### config.mk
export PLATFORM = sky130hd
export DESIGN_NAME = ctr_block_counter
export DESIGN_NICKNAME = d
export VERILOG_FILES = /design/src/rtl/ctr_block_counter.sv
export SDC_FILE = /design/constraint.sdc
export NUM_CORES = 1
export LEC_CHECK = 0
export ABC_AREA = 1
export CORE_UTILIZATION = 45
export DETAILED_ROUTE_END_ITERATION = 16
export PLACE_DENSITY_LB_ADDON = 0.08
export RECOVER_POWER = 25
export SLEW_MARGIN = 40
export SYNTH_ARGS = -nofsm -noshare
export SYNTH_HDL_FRONTEND = slang
export SYNTH_SLANG_ARGS = --single-unit
### constraint.sdc
create_clock -name clk -period 2.1 [get_ports clk]
set_input_delay 0.315 -clock clk [delete_from_list [all_inputs] [get_ports clk]]
set_output_delay 0.315 -clock clk [all_outputs]
set_load 0.005 [all_outputs]
### src/rtl/ctr_block_counter.sv
// AES-CTR counter-block generator: load {nonce, count}, then emit a programmed number of blocks on valid/ready.
// Optional build macro CTR_WRAP_DET_EN enables the sticky counter-field wrap indicator.
module ctr_block_counter #(
   parameter int unsigned N    = 128,
   parameter int unsigned CW   = 32,
   parameter int unsigned M    = 8,
   parameter int unsigned LIMW = 32
) (
   input  logic            clk,
   input  logic            reset,
   input  logic            load,
   input  logic [N-1:0]    load_val,
   input  logic [M-1:0]    inc,
   input  logic [LIMW-1:0] num_blocks,
   input  logic            start,
   output logic            out_valid,
   input  logic            out_ready,
   output logic [N-1:0]    out_block,
   output logic            busy,
   output logic            done,
   output logic            wrap_flag
);

   typedef enum logic [1:0] {
      S_IDLE = 2'd0,
      S_RUN  = 2'd1,
      S_DONE = 2'd2
   } state_t;

   state_t          r_state;
   state_t          w_state_nxt;
   logic [N-1:0]    r_ctr;
   logic [N-1:0]    w_ctr_nxt;
   logic [LIMW-1:0] r_rem;
   logic [M-1:0]    r_inc;
   logic [CW-1:0]   w_field;
   logic            w_hs;

   assign w_hs      = (r_state == S_RUN) & out_ready;
   assign out_block = r_ctr;

`ifdef CTR_WRAP_DET_EN
   logic [CW:0] w_sum;
   logic        r_wrap;

   assign w_sum     = {1'b0, r_ctr[CW-1:0]} + (CW+1)'(r_inc);
   assign w_field   = w_sum[CW-1:0];
   assign wrap_flag = r_wrap;

   // Sticky until the next accepted load; a carry never blocks emission.
   always_ff @(posedge clk or negedge reset) begin
      if (!reset) begin
         r_wrap <= 1'b0;
      end else if ((r_state == S_IDLE) && load) begin
         r_wrap <= 1'b0;
      end else if (w_hs && w_sum[CW]) begin
         r_wrap <= 1'b1;
      end
   end
`else
   assign w_field   = r_ctr[CW-1:0] + CW'(r_inc);
   assign wrap_flag = 1'b0;
`endif

   // The nonce portion never receives a carry out of the counter field.
   generate
      if (CW < N) begin : g_nonce
         assign w_ctr_nxt = {r_ctr[N-1:CW], w_field};
      end else begin : g_full
         assign w_ctr_nxt = w_field;
      end
   endgenerate

   always_ff @(posedge clk or negedge reset) begin
      if (!reset) begin
         r_state <= S_IDLE;
      end else begin
         r_state <= w_state_nxt;
      end
   end

   always_ff @(posedge clk or negedge reset) begin
      if (!reset) begin
         r_ctr <= '0;
         r_rem <= '0;
         r_inc <= '0;
      end else if (r_state == S_IDLE) begin
         if (load) begin
            r_ctr <= load_val;
         end
         if (start) begin
            r_rem <= num_blocks;
            r_inc <= inc;
         end
      end else if (w_hs) begin
         r_ctr <= w_ctr_nxt;
         r_rem <= r_rem - LIMW'(1);
      end
   end

   always_comb begin
      w_state_nxt = r_state;
      out_valid   = 1'b0;
      busy        = 1'b0;
      done        = 1'b0;
      case (r_state)
         S_IDLE: begin
            if (start) begin
               w_state_nxt = (num_blocks != '0) ? S_RUN : S_DONE;
            end
         end
         S_RUN: begin
            out_valid = 1'b1;
            busy      = 1'b1;
            if (w_hs && (r_rem == LIMW'(1))) begin
               w_state_nxt = S_DONE;
            end
         end
         S_DONE: begin
            done        = 1'b1;
            w_state_nxt = S_IDLE;
         end
         default: begin
            w_state_nxt = S_IDLE;
         end
      endcase
   end

endmodule
==> impl_metrics.env, run 1 <==
export IMPL_synth_area_per_cell_um2=8.45
export IMPL_status="completed"
export IMPL_totalPowerFinal_mw=19.6
export IMPL_relSlewSlack_pct=2.77
export IMPL_track_usage_pct=26.3
export IMPL_r2r_start="out_block[5]$_DFFE_PN0P_"
export IMPL_ys_ff_latch=170
export IMPL_row_count=51
export IMPL_worst_pin_slew_ns=1.46
export IMPL_vias=8477
export IMPL_drive_gt1_share_pct=10.4
export IMPL_power_switching_share_pct=39.3
export IMPL_startpoint_type="flop"
export IMPL_wl_um=26900
export IMPL_root_buffer="clkbuf_16"
export IMPL_path_clk_slew_ns=0.07
export IMPL_dpl_hpwl_um=20200
export IMPL_clk_latency_ns=0.43
export IMPL_grt_pass1_vias=8246
export IMPL_final_cell_mix="302 x clkdlybuf4s50_1, 241 x nand2_1, 169 x dfrtp_1, 139 x nor2_1, 105 x inv_1"
export IMPL_switching_power_mw=7.72
export IMPL_start_util_pct=46.6
export IMPL_grt_ovfl_total=0
export IMPL_postRouteAntennaNets=0
export IMPL_cap_violations=0
export IMPL_drv_slew=0
export IMPL_dieHeight_um=145
export IMPL_finalCoreUtilization_pct=66.7
export IMPL_ios=305
export IMPL_hp_start="load_val[0]"
export IMPL_antenna_found_initial=1
export IMPL_drt_initial_drc_count=542
export IMPL_synth_seq_area_share_pct=46.3
export IMPL_avgRoutedWirePerCell_um=16.1
export IMPL_timing_critical_path_required_ns=1.78
export IMPL_clock_sinks=170
export IMPL_n_fill_cell=1632
export IMPL_p_leak_nw=5.90
export IMPL_peakVddDrop_v=0.000932
export IMPL_coreArea_um2=19700
export IMPL_first_pass_iters=5
export IMPL_post_route_drc_count=0
export IMPL_synth_top_cell_area_share_pct=46.3
export IMPL_tns_ns=0
export IMPL_syn_area_um2=9200
export IMPL_critPathSlowestCell="clkdlybuf4s50_1"
export IMPL_cts_buffers_inserted=17
export IMPL_critical_path_cell_chain="inv_1 -> nor2_4 -> clkdlybuf4s50_1"
export IMPL_post_route_min_period_ns=2.00
export IMPL_postCtsSetupRepairBufs=0
export IMPL_clock_path_buffers=2
export IMPL_hold_class="input port to flop"
export IMPL_fin_nets=1579
export IMPL_timing_fmax_mhz=501
export IMPL_cts_tree="yes"
export IMPL_synth_area_leaders="dfrtp_1 46%, nand2_1 9.9%, mux2_2 7.8%"
export IMPL_ys_warnings_count=0
export IMPL_htreeDepth=4
export IMPL_vias_per_cell=5.07
export IMPL_areaGrowthSynthToFinish_pct=43.1
export IMPL_share_seq_of_total_power_pct=32.2
export IMPL_grt_pass1_wl_um=43600
export IMPL_netlist_instances=1089
export IMPL_max_stage_delay_ns=0.55
export IMPL_hold_viol_final=0
export IMPL_die_w_um=145
export IMPL_io_buffers=303
export IMPL_post_route_period_util_pct=95.1
export IMPL_grt_max_degree=113
export IMPL_skew_ns=0.00921
export IMPL_cp_max_fo=5
export IMPL_criticalPathCategory="flop to output port"
export IMPL_cp_arrival_ns=1.68
export IMPL_power_frac_clock_pct=16.0
export IMPL_synth_cell_types=38
export IMPL_cp_end_kind="output port"
export IMPL_power_frac_comb_pct=51.8
export IMPL_die_area_um2=21000
export IMPL_power_density_nw_per_um2=1490
export IMPL_synth_top_cell_by_area="dfrtp_1"
export IMPL_grt_setup_unrepaired="false"
export IMPL_final_common_cell="clkdlybuf4s50_1"
export IMPL_p_int_mw=11.9
export IMPL_startpoint="r_state[0]$_DFFE_PN0P_"
export IMPL_gp_congestion=0.915
export IMPL_setup_violations=0
export IMPL_synth_nets=1273
==> area by class of cell <==
class | count | area [um^2] | area share, %
diodes | 1 | 2.50 | 0.0190
clock buffers | 17 | 425 | 3.23
clock inverters | 14 | 148 | 1.12
inverters | 108 | 405 | 3.08
multi-input cells | 773 | 4330 | 32.9
flip-flops and latches | 170 | 4260 | 32.3
well taps | 265 | 332 | 2.52
repair buffers | 325 | 3270 | 24.8
==> through the flow <==
step	hold slack, ns	setup slack (ns)	std cells	instance area (um^2)
2_1_floorplan	0.0194	0.240	1089	9200
3_3_place_gp	0.324	0.103	1640	12600
3_5_place_dp	0.323	0.0834	1640	12600
4_1_cts	0.446	0.0388	1672	13200
5_1_grt	0.465	0.0121	1673	13200
6_report	0.462	0.103	1673	13200
==> cells in the mapped netlist (all sizes together) <==
library cell    n
a21oi          43
a22oi           2
a2bb2oi         1
a31oi           2
and2            1
buf            31
clkbuf          7
conb            1
dfrtp         170
fa              1
ha             10
inv           108
mux2          104
nand2         250
nand3          87
nand3b          4
nand4          12
nor2          148
nor3           13
nor4            1
o211ai          4
o21ai          67
o22ai           7
o31ai           1
or2             2
xnor2           2
xor2           10
==> logic make-up after synthesis <==
logic type | synth area share (%)
and+or+nand+nor | 23.9
DFF | 46.3
buffers and inverters | 7.03
AOI/OAI and AO/OA | 7.31
muxes | 12.7
xor gates and xnor gates | 1.14
adders and majority gates | 1.58
other | 0.0408
==> flip-flops by register name, summed over array words and instances, names as in the netlist <==
| register | cells |
|---|---|
| r_rem | 32 |
| r_state | 2 |
| r_inc | 8 |
| out_block | 128 |
==> power by group through the flow <==
stage	registers (mW)	clock network, mW	logic, mW
after detailed placement	6.34	0	10.1
after floorplan	6.18	0	5.53
after global routing	6.57	3.32	11.3
after CTS	6.30	3.19	10.2
after global placement	6.26	0	10.0
final	6.32	3.13	10.2
==> metal layers <==
layer  up-vias  wire length (um)  global-route usage, %
met5         -                 0                      0
met4         0               620                   8.51
met3        40              1650                   5.35
met2       297             13200                   44.4
met1      3977             11500                   33.6
li1       4163                 -                      -
==> path summary, 6_finish.rpt <==
kind	to	slack, ns	cells after the start
max reg2reg	out_block[10]$_DFFE_PN0P_	0.19	9
min	out_block[0]$_DFFE_PN0P_	0.46	3
max in group asynchronous	out_block[33]$_DFFE_PN0P_	0.33	3
max	busy	0.10	3
min reg2reg	out_block[40]$_DFFE_PN0P_	0.49	1
min in group asynchronous	out_block[29]$_DFFE_PN0P_	0.65	3
==> worst max-delay path, delay by kind of cell (launching register included) <==
kind                   cells  cell delay (ns)
AND/OR/NAND/NOR            1             0.20
buffers and inverters      2             0.64
flip-flops                 1             0.42
==> timing repair <==
action / in CTS / in global routing
hold buffers: 1 / 0
endpoints found under the setup margin: 0 / 12
endpoints found under the hold margin: 62 / 0
gates resized for setup: 0 / 7
Note: power is estimated with default switching activity, not from simulation.
==> inputs of run 2 (changes only) <==
- TNS_END_PERCENT: default -> 10
==> results of run 2 <==
No change in the layout: final DEF, timing and power equal those of run 1.
==> inputs of run 3 (changes only) <==
- DONT_BUFFER_PORTS: default -> 1
==> run 3 against run 2 <==
Global-route usage down 2.4 points. The run now ends with hold timing left. Core utilization down 15 points. Largest power group unchanged. Non-clock buffer count down 292.
==> impl_metrics.env, run 3 (synthesis gave the netlist of run 1 again) <==
export IMPL_status="finished with violations"
export IMPL_violations="hold timing"
export IMPL_cp_arrival_ns=2.30
export IMPL_grt_max_degree=171
export IMPL_drv_slew=0
export IMPL_clock_path_buffers=2
export IMPL_post_route_period_util_pct=92.3
export IMPL_cts_tree="yes"
export IMPL_postRouteAntennaNets=0
export IMPL_die_area_um2=21000
export IMPL_vias=7242
export IMPL_totalPowerFinal_mw=16.8
export IMPL_drt_initial_drc_count=485
export IMPL_timing_critical_path_required_ns=2.46
export IMPL_track_usage_pct=23.9
export IMPL_post_route_drc_count=0
export IMPL_grt_pass1_wl_um=39800
export IMPL_dieHeight_um=145
export IMPL_n_fill_cell=1860
export IMPL_grt_ovfl_total=0
export IMPL_finalCoreUtilization_pct=51.9
export IMPL_largest_reg_flops=128
export IMPL_drive_gt1_share_pct=13.1
export IMPL_diodes=0
export IMPL_rrSetupSlack_ns=0.16
export IMPL_path_clk_slew_ns=0.08
export IMPL_peakVddDrop_v=0.000719
export IMPL_hold_ws_ns=-0.430
export IMPL_start_util_pct=46.6
export IMPL_skew_ns=0.0161
export IMPL_relSlewSlack_pct=60.7
export IMPL_crit_end="r_rem[20]$_DFFE_PN0P_"
export IMPL_criticalPathCategory="flop to flop"
export IMPL_avgRoutedWirePerCell_um=17.8
export IMPL_post_route_min_period_ns=1.94
export IMPL_cts_buffers_inserted=17
export IMPL_p_leak_nw=4.75
export IMPL_hold_class="input port to async pin"
export IMPL_postCtsSetupRepairBufs=0
export IMPL_r2r_end="r_rem[20]$_DFFE_PN0P_"
export IMPL_worst_pin_slew_ns=0.589
export IMPL_coreArea_um2=19700
export IMPL_cp_max_fo=20
export IMPL_row_count=51
export IMPL_clk_latency_ns=0.43
export IMPL_cp_end_kind="flop"
export IMPL_wl_um=24500
export IMPL_power_density_nw_per_um2=1640
export IMPL_rr_worst_depth=8
export IMPL_root_buffer="clkbuf_16"
export IMPL_setup_violations=0
export IMPL_die_w_um=145
export IMPL_final_common_cell="nand2_1"
export IMPL_gp_congestion=0.861
export IMPL_grt_setup_unrepaired="true"
export IMPL_dpl_cell_area_um2=9500
export IMPL_dpl_hpwl_um=18000
export IMPL_hold_viol_final=170
export IMPL_fin_nets=1287
export IMPL_final_cell_mix="240 x nand2_1, 170 x dfrtp_1, 139 x nor2_1, 105 x inv_1, 87 x nand3_1"
export IMPL_areaGrowthSynthToFinish_pct=11.2
export IMPL_r2r_start="r_state[1]$_DFFE_PN0P_"
export IMPL_antenna_found_initial=0
export IMPL_stdcell_area_um2=10200
export IMPL_clock_sinks=170
export IMPL_startpoint_type="flop"
export IMPL_cap_violations=0
export IMPL_ios=305
export IMPL_first_pass_iters=5
export IMPL_grt_pass1_vias=7294
export IMPL_io_buffers=0
export IMPL_htreeDepth=4
export IMPL_timing_fmax_mhz=516
export IMPL_vias_per_cell=5.24
export IMPL_startpoint="r_state[1]$_DFFE_PN0P_"
==> run 3: cell types whose count changed in the layout (fill, tap and decap cells not counted), sizes merged <==
cell           change
bufinv             -1
clkdlybuf4s50    -302
clkinv             +6
clkinvlp           -1
diode              -1
dlygate4sd3       +11
inv                -4
==> run 3: routing by layer <==
metal	vias up	GRT usage, %	part of all wire [%]
li1	3573	-	-
met1	3431	30.6	43
met2	216	39.8	49
met3	22	6.67	7.0
met4	0	5.80	1.1
met5	-	0	0
==> run 3: worst min path at each step <==
stage | start | end | slack [ns] | cells past startpoint
after floorplan | reset | out_block[0]$_DFFE_PN0P_ | 0.02 | 0
after global placement | reset | out_block[29]$_DFFE_PN0P_ | 0.02 | 0
after detailed placement | reset | out_block[25]$_DFFE_PN0P_ | 0.02 | 0
after CTS | reset | out_block[25]$_DFFE_PN0P_ | -0.45 | 0
after global routing | reset | out_block[25]$_DFFE_PN0P_ | -0.45 | 0
final | reset | out_block[25]$_DFFE_PN0P_ | -0.43 | 0
==> run 3: repair_timing <==
action,4_1_cts,5_1_grt
setup endpoints to repair,0,12
resized for setup,0,8
hold buffers,8,4
hold endpoints to repair,178,174
==> run 3: report_power, final <==
group	switching (mW)	internal (mW)	total [mW]
Sequential	1.70	4.97	6.68
Clock	1.51	1.59	3.10
Combinational	4.12	2.92	7.05
==> run 3: stage by stage <==
step	hold WS [ns]	instances	setup slack [ns]	TNS (ns)
2_1_floorplan	0.0194	1089	0.240	0
3_3_place_gp	0.0234	1337	0.101	0
3_5_place_dp	0.0231	1337	0.0595	0
4_1_cts	-0.446	1377	0.0381	0
5_1_grt	-0.453	1381	-0.000570	-0.000570
6_report	-0.430	1381	0.161	0
==> run 3: cell type report <==
cell class | count | area [um^2] | share of cell area, %
tap | 265 | 332 | 3.24
clock buffer | 18 | 429 | 4.19
timing repair buffer | 33 | 328 | 3.20
clock inverter | 14 | 154 | 1.50
multi-input combinational | 773 | 4330 | 42.3
inverter | 108 | 405 | 3.96
sequential | 170 | 4250 | 41.6
==> run 3: worst max-delay path, stage by stage (launching register included) <==
cell and delay [ns]:
dfrtp_1 0.44, nor2_4 0.35, nand2_4 0.20, nand2_4 0.19, inv_2 0.15, buf_12 0.19, a21oi_1 0.17, o21ai_0 0.11
nand2_1 0.07
